## src/rtl/pc_pkg.sv

```systemverilog
// pc_pkg: shared types and constants for the program-counter unit.
// Holds the next-PC source select, the default reset/exception vectors
// and the sequential PC increment.
package pc_pkg;

  // Next-PC source, listed from highest to lowest priority.
  typedef enum logic [2:0] {
    NPC_RST,
    NPC_EXC,
    NPC_HOLD,
    NPC_JMP,
    NPC_BR,
    NPC_SEQ
  } npc_sel_e;

  localparam logic [31:0] DEFAULT_RESET_VECTOR = 32'h0000_0000;
  localparam logic [31:0] DEFAULT_EXC_VECTOR   = 32'h0000_0180;

  // Byte distance between sequential instructions.
  localparam int unsigned PC_INC = 4;

endpackage

```

## src/rtl/ras_stack.sv

```systemverilog
// ras_stack: circular return-address stack with a saturating entry count.
// A push when full overwrites the oldest entry. A push and pop in the same
// cycle replaces the top. A pop compares the top against the supplied
// target and raises a registered one-cycle mismatch flag. The caller
// qualifies push/pop, so they are only asserted on cycles that advance.
module ras_stack #(
  parameter int unsigned XLEN      = 32,
  parameter int unsigned RAS_DEPTH = 4
) (
  input  logic            clk,
  input  logic            rst,
  input  logic            push,
  input  logic            pop,
  input  logic [XLEN-1:0] push_data,
  input  logic [XLEN-1:0] cmp_data,
  output logic            empty,
  output logic            full,
  output logic            mismatch
);

  localparam int unsigned PW = $clog2(RAS_DEPTH);
  localparam int unsigned CW = PW + 1;

  logic [XLEN-1:0] mem [RAS_DEPTH];
  logic [PW-1:0]   ptr;    // index of the top entry while count > 0
  logic [CW-1:0]   count;

  assign empty = (count == '0);
  assign full  = (count == CW'(RAS_DEPTH));

  // A pop only has an effect (and a comparison) when there is an entry.
  logic pop_valid;
  assign pop_valid = pop && !empty;

  // Pointer, count and mismatch flag; reset clears the occupancy only.
  always_ff @(posedge clk) begin
    // NOTE: sequential state uses non-blocking assignments so every register
    // samples pre-edge values regardless of statement order.
    if (rst) begin
      ptr      <= '0;
      count    <= '0;
      mismatch <= 1'b0;
    end else begin
      mismatch <= pop_valid && (mem[ptr] != cmp_data);
      if (push && pop) begin
        if (empty) count <= CW'(1);
      end else if (push) begin
        ptr <= ptr + PW'(1);
        if (!full) count <= count + CW'(1);
      end else if (pop_valid) begin
        ptr   <= ptr - PW'(1);
        count <= count - CW'(1);
      end
    end
  end

  // Entry storage: replace the top on push+pop, else write above the top.
  always_ff @(posedge clk) begin
    // NOTE: the entry array is deliberately not reset; the count alone
    // decides which entries are valid, so stale contents are harmless.
    if (!rst && push) begin
      if (pop) mem[ptr] <= push_data;
      else     mem[ptr + PW'(1)] <= push_data;
    end
  end

endmodule

```

## src/rtl/pc_unit.sv

```systemverilog
// pc_unit: architectural program counter with fixed-priority next-PC
// selection (reset, exception, stall, jump, branch, sequential).
// Define PC_RAS_EN to build the return-address stack (ras_stack) that
// tracks call return addresses and flags return-target mismatches; without
// it the ras_* outputs are tied off and call_i/ret_i are ignored.
module pc_unit
  import pc_pkg::*;
#(
  parameter int unsigned     XLEN         = 32,
  parameter logic [XLEN-1:0] RESET_VECTOR = XLEN'(DEFAULT_RESET_VECTOR),
  parameter logic [XLEN-1:0] EXC_VECTOR   = XLEN'(DEFAULT_EXC_VECTOR),
  parameter int unsigned     RAS_DEPTH    = 4
) (
  input  logic            clk,
  input  logic            rst,
  input  logic            stall_i,
  input  logic            exc_i,
  input  logic            br_taken_i,
  input  logic [XLEN-1:0] br_target_i,
  input  logic            jump_i,
  input  logic [XLEN-1:0] jump_target_i,
  input  logic            call_i,
  input  logic            ret_i,
  output logic [XLEN-1:0] pc_o,
  output logic [XLEN-1:0] pc_plus4_o,
  output logic            ras_empty_o,
  output logic            ras_full_o,
  output logic            ras_mismatch_o
);

  npc_sel_e        sel;
  logic [XLEN-1:0] pc_q;
  logic [XLEN-1:0] pc_next;

  assign pc_o       = pc_q;
  assign pc_plus4_o = pc_q + XLEN'(PC_INC);  // wraps modulo 2^XLEN

  // Resolve the next-PC source in fixed priority order.
  always_comb begin
    // NOTE: every combinational output gets a default before the branches,
    // so no path leaves it unassigned and no latch is inferred.
    sel = NPC_SEQ;
    if (rst)             sel = NPC_RST;
    else if (exc_i)      sel = NPC_EXC;
    else if (stall_i)    sel = NPC_HOLD;
    else if (jump_i)     sel = NPC_JMP;
    else if (br_taken_i) sel = NPC_BR;
  end

  // Next-PC mux; targets are taken exactly as supplied.
  always_comb begin
    pc_next = pc_plus4_o;
    unique case (sel)
      NPC_RST:  pc_next = RESET_VECTOR;
      NPC_EXC:  pc_next = EXC_VECTOR;
      NPC_HOLD: pc_next = pc_q;
      NPC_JMP:  pc_next = jump_target_i;
      NPC_BR:   pc_next = br_target_i;
      NPC_SEQ:  pc_next = pc_plus4_o;
      default:  pc_next = pc_plus4_o;
    endcase
  end

  // PC register; reset is folded into the select as NPC_RST.
  always_ff @(posedge clk) begin
    pc_q <= pc_next;
  end

`ifdef PC_RAS_EN
  // The stack only moves on an advancing jump, which is exactly NPC_JMP.
  logic ras_push;
  logic ras_pop;
  assign ras_push = (sel == NPC_JMP) && call_i;
  assign ras_pop  = (sel == NPC_JMP) && ret_i;

  ras_stack #(
    .XLEN      (XLEN),
    .RAS_DEPTH (RAS_DEPTH)
  ) u_ras_stack (
    .clk       (clk),
    .rst       (rst),
    .push      (ras_push),
    .pop       (ras_pop),
    .push_data (pc_plus4_o),
    .cmp_data  (jump_target_i),
    .empty     (ras_empty_o),
    .full      (ras_full_o),
    .mismatch  (ras_mismatch_o)
  );
`else
  assign ras_empty_o    = 1'b1;
  assign ras_full_o     = 1'b0;
  assign ras_mismatch_o = 1'b0;

  // Call/return hints have no consumer without the stack.
  logic unused_ras_hints;
  assign unused_ras_hints = call_i ^ ret_i;
`endif

endmodule

```

## config.mk

```make
export PLATFORM = sky130hd
export DESIGN_NAME = pc_unit
export DESIGN_NICKNAME = d
export VERILOG_FILES = /design/src/rtl/pc_pkg.sv /design/src/rtl/ras_stack.sv /design/src/rtl/pc_unit.sv
export SDC_FILE = /design/constraint.sdc
export NUM_CORES = 1
export LEC_CHECK = 0
export BUFFER_PORTS_ARGS = -buffer_cell sky130_fd_sc_hd__buf_2
export CAP_MARGIN = 30
export CORE_MARGIN = 2
export CORE_UTILIZATION = 35
export DETAILED_ROUTE_END_ITERATION = 7
export GPL_TIMING_DRIVEN = 0
export PLACE_DENSITY = 0.75
export SLEW_MARGIN = 10
export SYNTH_ARGS = -nofsm -noshare
export SYNTH_HDL_FRONTEND = slang
export SYNTH_HIERARCHICAL = 1
export SYNTH_SLANG_ARGS = --single-unit
```

## constraint.sdc

```tcl
create_clock -name clk -period 5.8 [get_ports clk]
set_input_delay 1.16 -clock clk [delete_from_list [all_inputs] [get_ports clk]]
set_output_delay 1.16 -clock clk [all_outputs]
set_load 0.01 [all_outputs]
```

==> results by group <==
GRT
  – Total grt overflow: 0
  – Initial antenna violation count: 0
  – Vias in the first global route: 2574
  – GRT Total Usage: 21.3%
  – Largest net degree at the start of global routing: 31
  – First-pass GRT wire length: 12.6 mm

Clock network
  – Clk sinks: 32
  – Clock buffer count from CTS: 5
  – Post-CTS Setup Bufs: 0
  – Hold buffer count at CTS: 0
  – TritonCTS clock tree: yes
  – Clock Tree Root: clkbuf_8
  – Clk slew on worst S/H paths: 0.07 ns
  – PostCTS Resize Cnt: 0
  – Clock Path Buffers: 2
  – Clk_lat worst skew: 0.28 ns
  – H-tree depth: 2

Power
  – Worst IR Drop VDD: 136 µV
  – P_int: 0.418 mW
  – Switching Share: 30.0%
  – Static leakage: 1.59 nW
  – Combinational share of power: 22.2%
  – Power share of the clock group: 27.7%
  – Pwr/cell area: 180 nW/µm²
  – Register share of total power: 50.1%
  – P_sw: 0.180 mW

Logic synthesis
  – Syn avg cell area: 9.29 µm²
  – Syn Inst Count: 264
  – Post-synth ARST share: 0%
  – XOR/XNOR share of the synthesized area: 9.99%
  – Yosys Warn Count: 6
  – Area share of fa/ha/maj cells after synthesis: 0.510%
  – Mux cell area share after synthesis: 0%
  – Synth Register Bits: 32
  – Cell area after synthesis: 2450 µm²
  – Area contributors post-synth: edfxtp_1 39%, nand3_1 5.7%, xnor2_1 5.4%, xor2_1 4.6%, a22oi_1 4.6%
  – Top cell type by total area after synthesis: edfxtp_1
  – Netlist cell types: 38
  – Sequential area share after synthesis: 39.2%
  – Primary FF master, synth: edfxtp_1
  – Largest family of logic cells by synthesized area: simple AND/OR/NAND/NOR gates
  – Post-Synth Simple-Gate Area: 24.3%
  – Synth Area in Compound Gates: 19.2%
  – Synth top area share: 39.2%
  – Post-synth EDFFs: 32

Worst setup path
  – CP endpoint kind: primary output
  – Worst R2R End: pc_o[28]
  – CP startpoint kind: flop
  – R2r setup slk: 3.25 ns
  – R2r worst-path depth: 6
  – Req. time, crit path: 4.64 ns
  – RR Startpoint: pc_o[2]
  – Crit path launch: pc_o[4]
  – Crit path kind: reg2out
  – Crit-path max FO: 10
  – Crit path DAT: 2.79 ns

Timing
  – Setup_tns: 0 ns
  – Relative slew slack: 35.1%
  – Actual slew at the worst max-slew pin: 0.965 ns
  – Finish-stage setup viols: 0
  – Final Cycle Share: 68.1%
  – Fin. Hold Viols: 0
  – Fmax achieved: 253 MHz
  – Slew Viols, Final: 0
  – Final min period: 3.95 ns
  – Hold_ws: 0.734 ns
  – Clock Skews: 0.00932 ns
  – RSZ-0062 raised after global routing: false

Layout
  – Filler Cells Inserted: 676
  – NumNets Final: 478
  – Commonest non-fill, non-tap cell in the layout: buf_2
  – Final cell count without fillers: 501
  – ANT cells: 0
  – Most frequent cells in the layout: 138 x buf_2, 32 x edfxtp_1, 28 x nand3_1, 17 x nand2_1
  – Max reg flops: 32
  – Design Area, Final: 3320 µm²
  – Area delta synth->final: 35.4%
  – Layout cell share with drive strength beyond 1: 39.0%

Detailed routing
  – Via density: 5.48
  – DRC viols: 0
  – Number of DRC markers in iteration 0: 135
  – Final WL: 8.39 mm
  – Drt pass-1 iters: 5
  – WL per Instance: 16.8 µm
  – Via count: 2745
  – Antenna viol nets, final: 0

Die
  – Rows: 30
  – Initial Util: 36.1%
  – CORE AREA: 6790 µm²
  – Die Ht: 87.7 µm
  – I/O pins: 139
  – Die Wd: 87.7 µm
  – DIE AREA: 7700 µm²

Outcome
  – Status: finished, final reports clean

Place
  – GPL Wtd Cong: 0.879
  – DP HPWL: 6.45 mm
  – Dpl cells: 494
  – IO Port Bufs: 133
  – Cell Area, Placed: 3250 µm²

Min path
  – Hold path depth: 2
  – Min-delay src: pc_o[31]
  – Min-Delay Endpoint: pc_o[31]
  – Worst min-delay path class: reg2reg

Job
  – Max-Cap Viols: 0
==> Yosys cell counts, types with 4 or more instances <==
library cell,number
buf_4,5
buf_2,5
nor3_1,11
o211ai_1,5
inv_1,14
clkbuf_1,12
a222oi_1,6
nor2_1,13
nand2_1,18
or4_1,7
xnor2_1,15
xor2_1,13
nand4_1,13
o311ai_0,4
a22oi_1,15
a22o_1,8
edfxtp_1,32
nand3_1,28
nor4_1,4
a21o_1,6
==> kinds of logic (layout without fill, tap and decap cells) <==
kind of cell / count (synthesis) / after routing
DFF: 32 / 32
buffers and inverters: 36 / 176
other: 2 / 3
xor gates and xnor gates: 28 / 28
adders and majority gates: 1 / 1
AOI/OAI and AO/OA: 56 / 56
and+or+nand+nor: 109 / 109
==> metal layers <==
layer,vias to the layer above,track usage (%),share of wire (%)
li1,1303,-,-
met1,1289,25.5,41
met2,144,37.8,50
met3,9,5.09,8.4
met4,0,6.15,0.75
met5,-,0,0
==> critical path, stage by stage (launching register included) <==
cell and delay (ns):
edfxtp_1 0.47, nand3_1 0.24, nor4_1 0.87, clkbuf_1 0.43
nand3_1 0.19, xnor2_1 0.17, buf_2 0.15
==> final cells by class <==
| class | instances | area [µm²] | share of cell area, % |
|---|---|---|---|
| buffer | 22 | 108 | 3.24 |
| clock buffer | 6 | 72.6 | 2.18 |
| clock inverter | 1 | 5.00 | 0.151 |
| inverter | 14 | 52.6 | 1.58 |
| multi-input combinational | 197 | 1340 | 40.3 |
| sequential | 32 | 961 | 28.9 |
| tap | 96 | 120 | 3.61 |
| timing repair buffer | 133 | 666 | 20.0 |
==> power groups by stage <==
stage	sequential [mW]	combinational, mW	clock [mW]
after floorplan	0.307	0.0562	0
after global placement	0.304	0.130	0
after detailed placement	0.305	0.133	0
after CTS	0.300	0.133	0.168
after global routing	0.303	0.145	0.179
final	0.300	0.133	0.166
==> metrics by stage <==
step                      power, mW  setup WS, ns  utilization, %
after global placement        0.434          2.25            47.7
after global routing          0.626          1.66            48.9
after floorplan               0.363          2.71               -
final                         0.598          1.85            48.9
after CTS                     0.601          1.92            48.9
after detailed placement      0.437          2.23            47.8
==> worst max-delay path by stage <==
| stage | endpoint | slack (ns) |
|---|---|---|
| floorplan | pc_plus4_o[30] | 2.71 |
| global placement | pc_plus4_o[22] | 2.25 |
| detailed placement | pc_plus4_o[30] | 2.23 |
| CTS | pc_plus4_o[30] | 1.92 |
| global route | pc_plus4_o[23] | 1.66 |
| finish | pc_plus4_o[23] | 1.85 |
(Power assumes the default switching activity.)
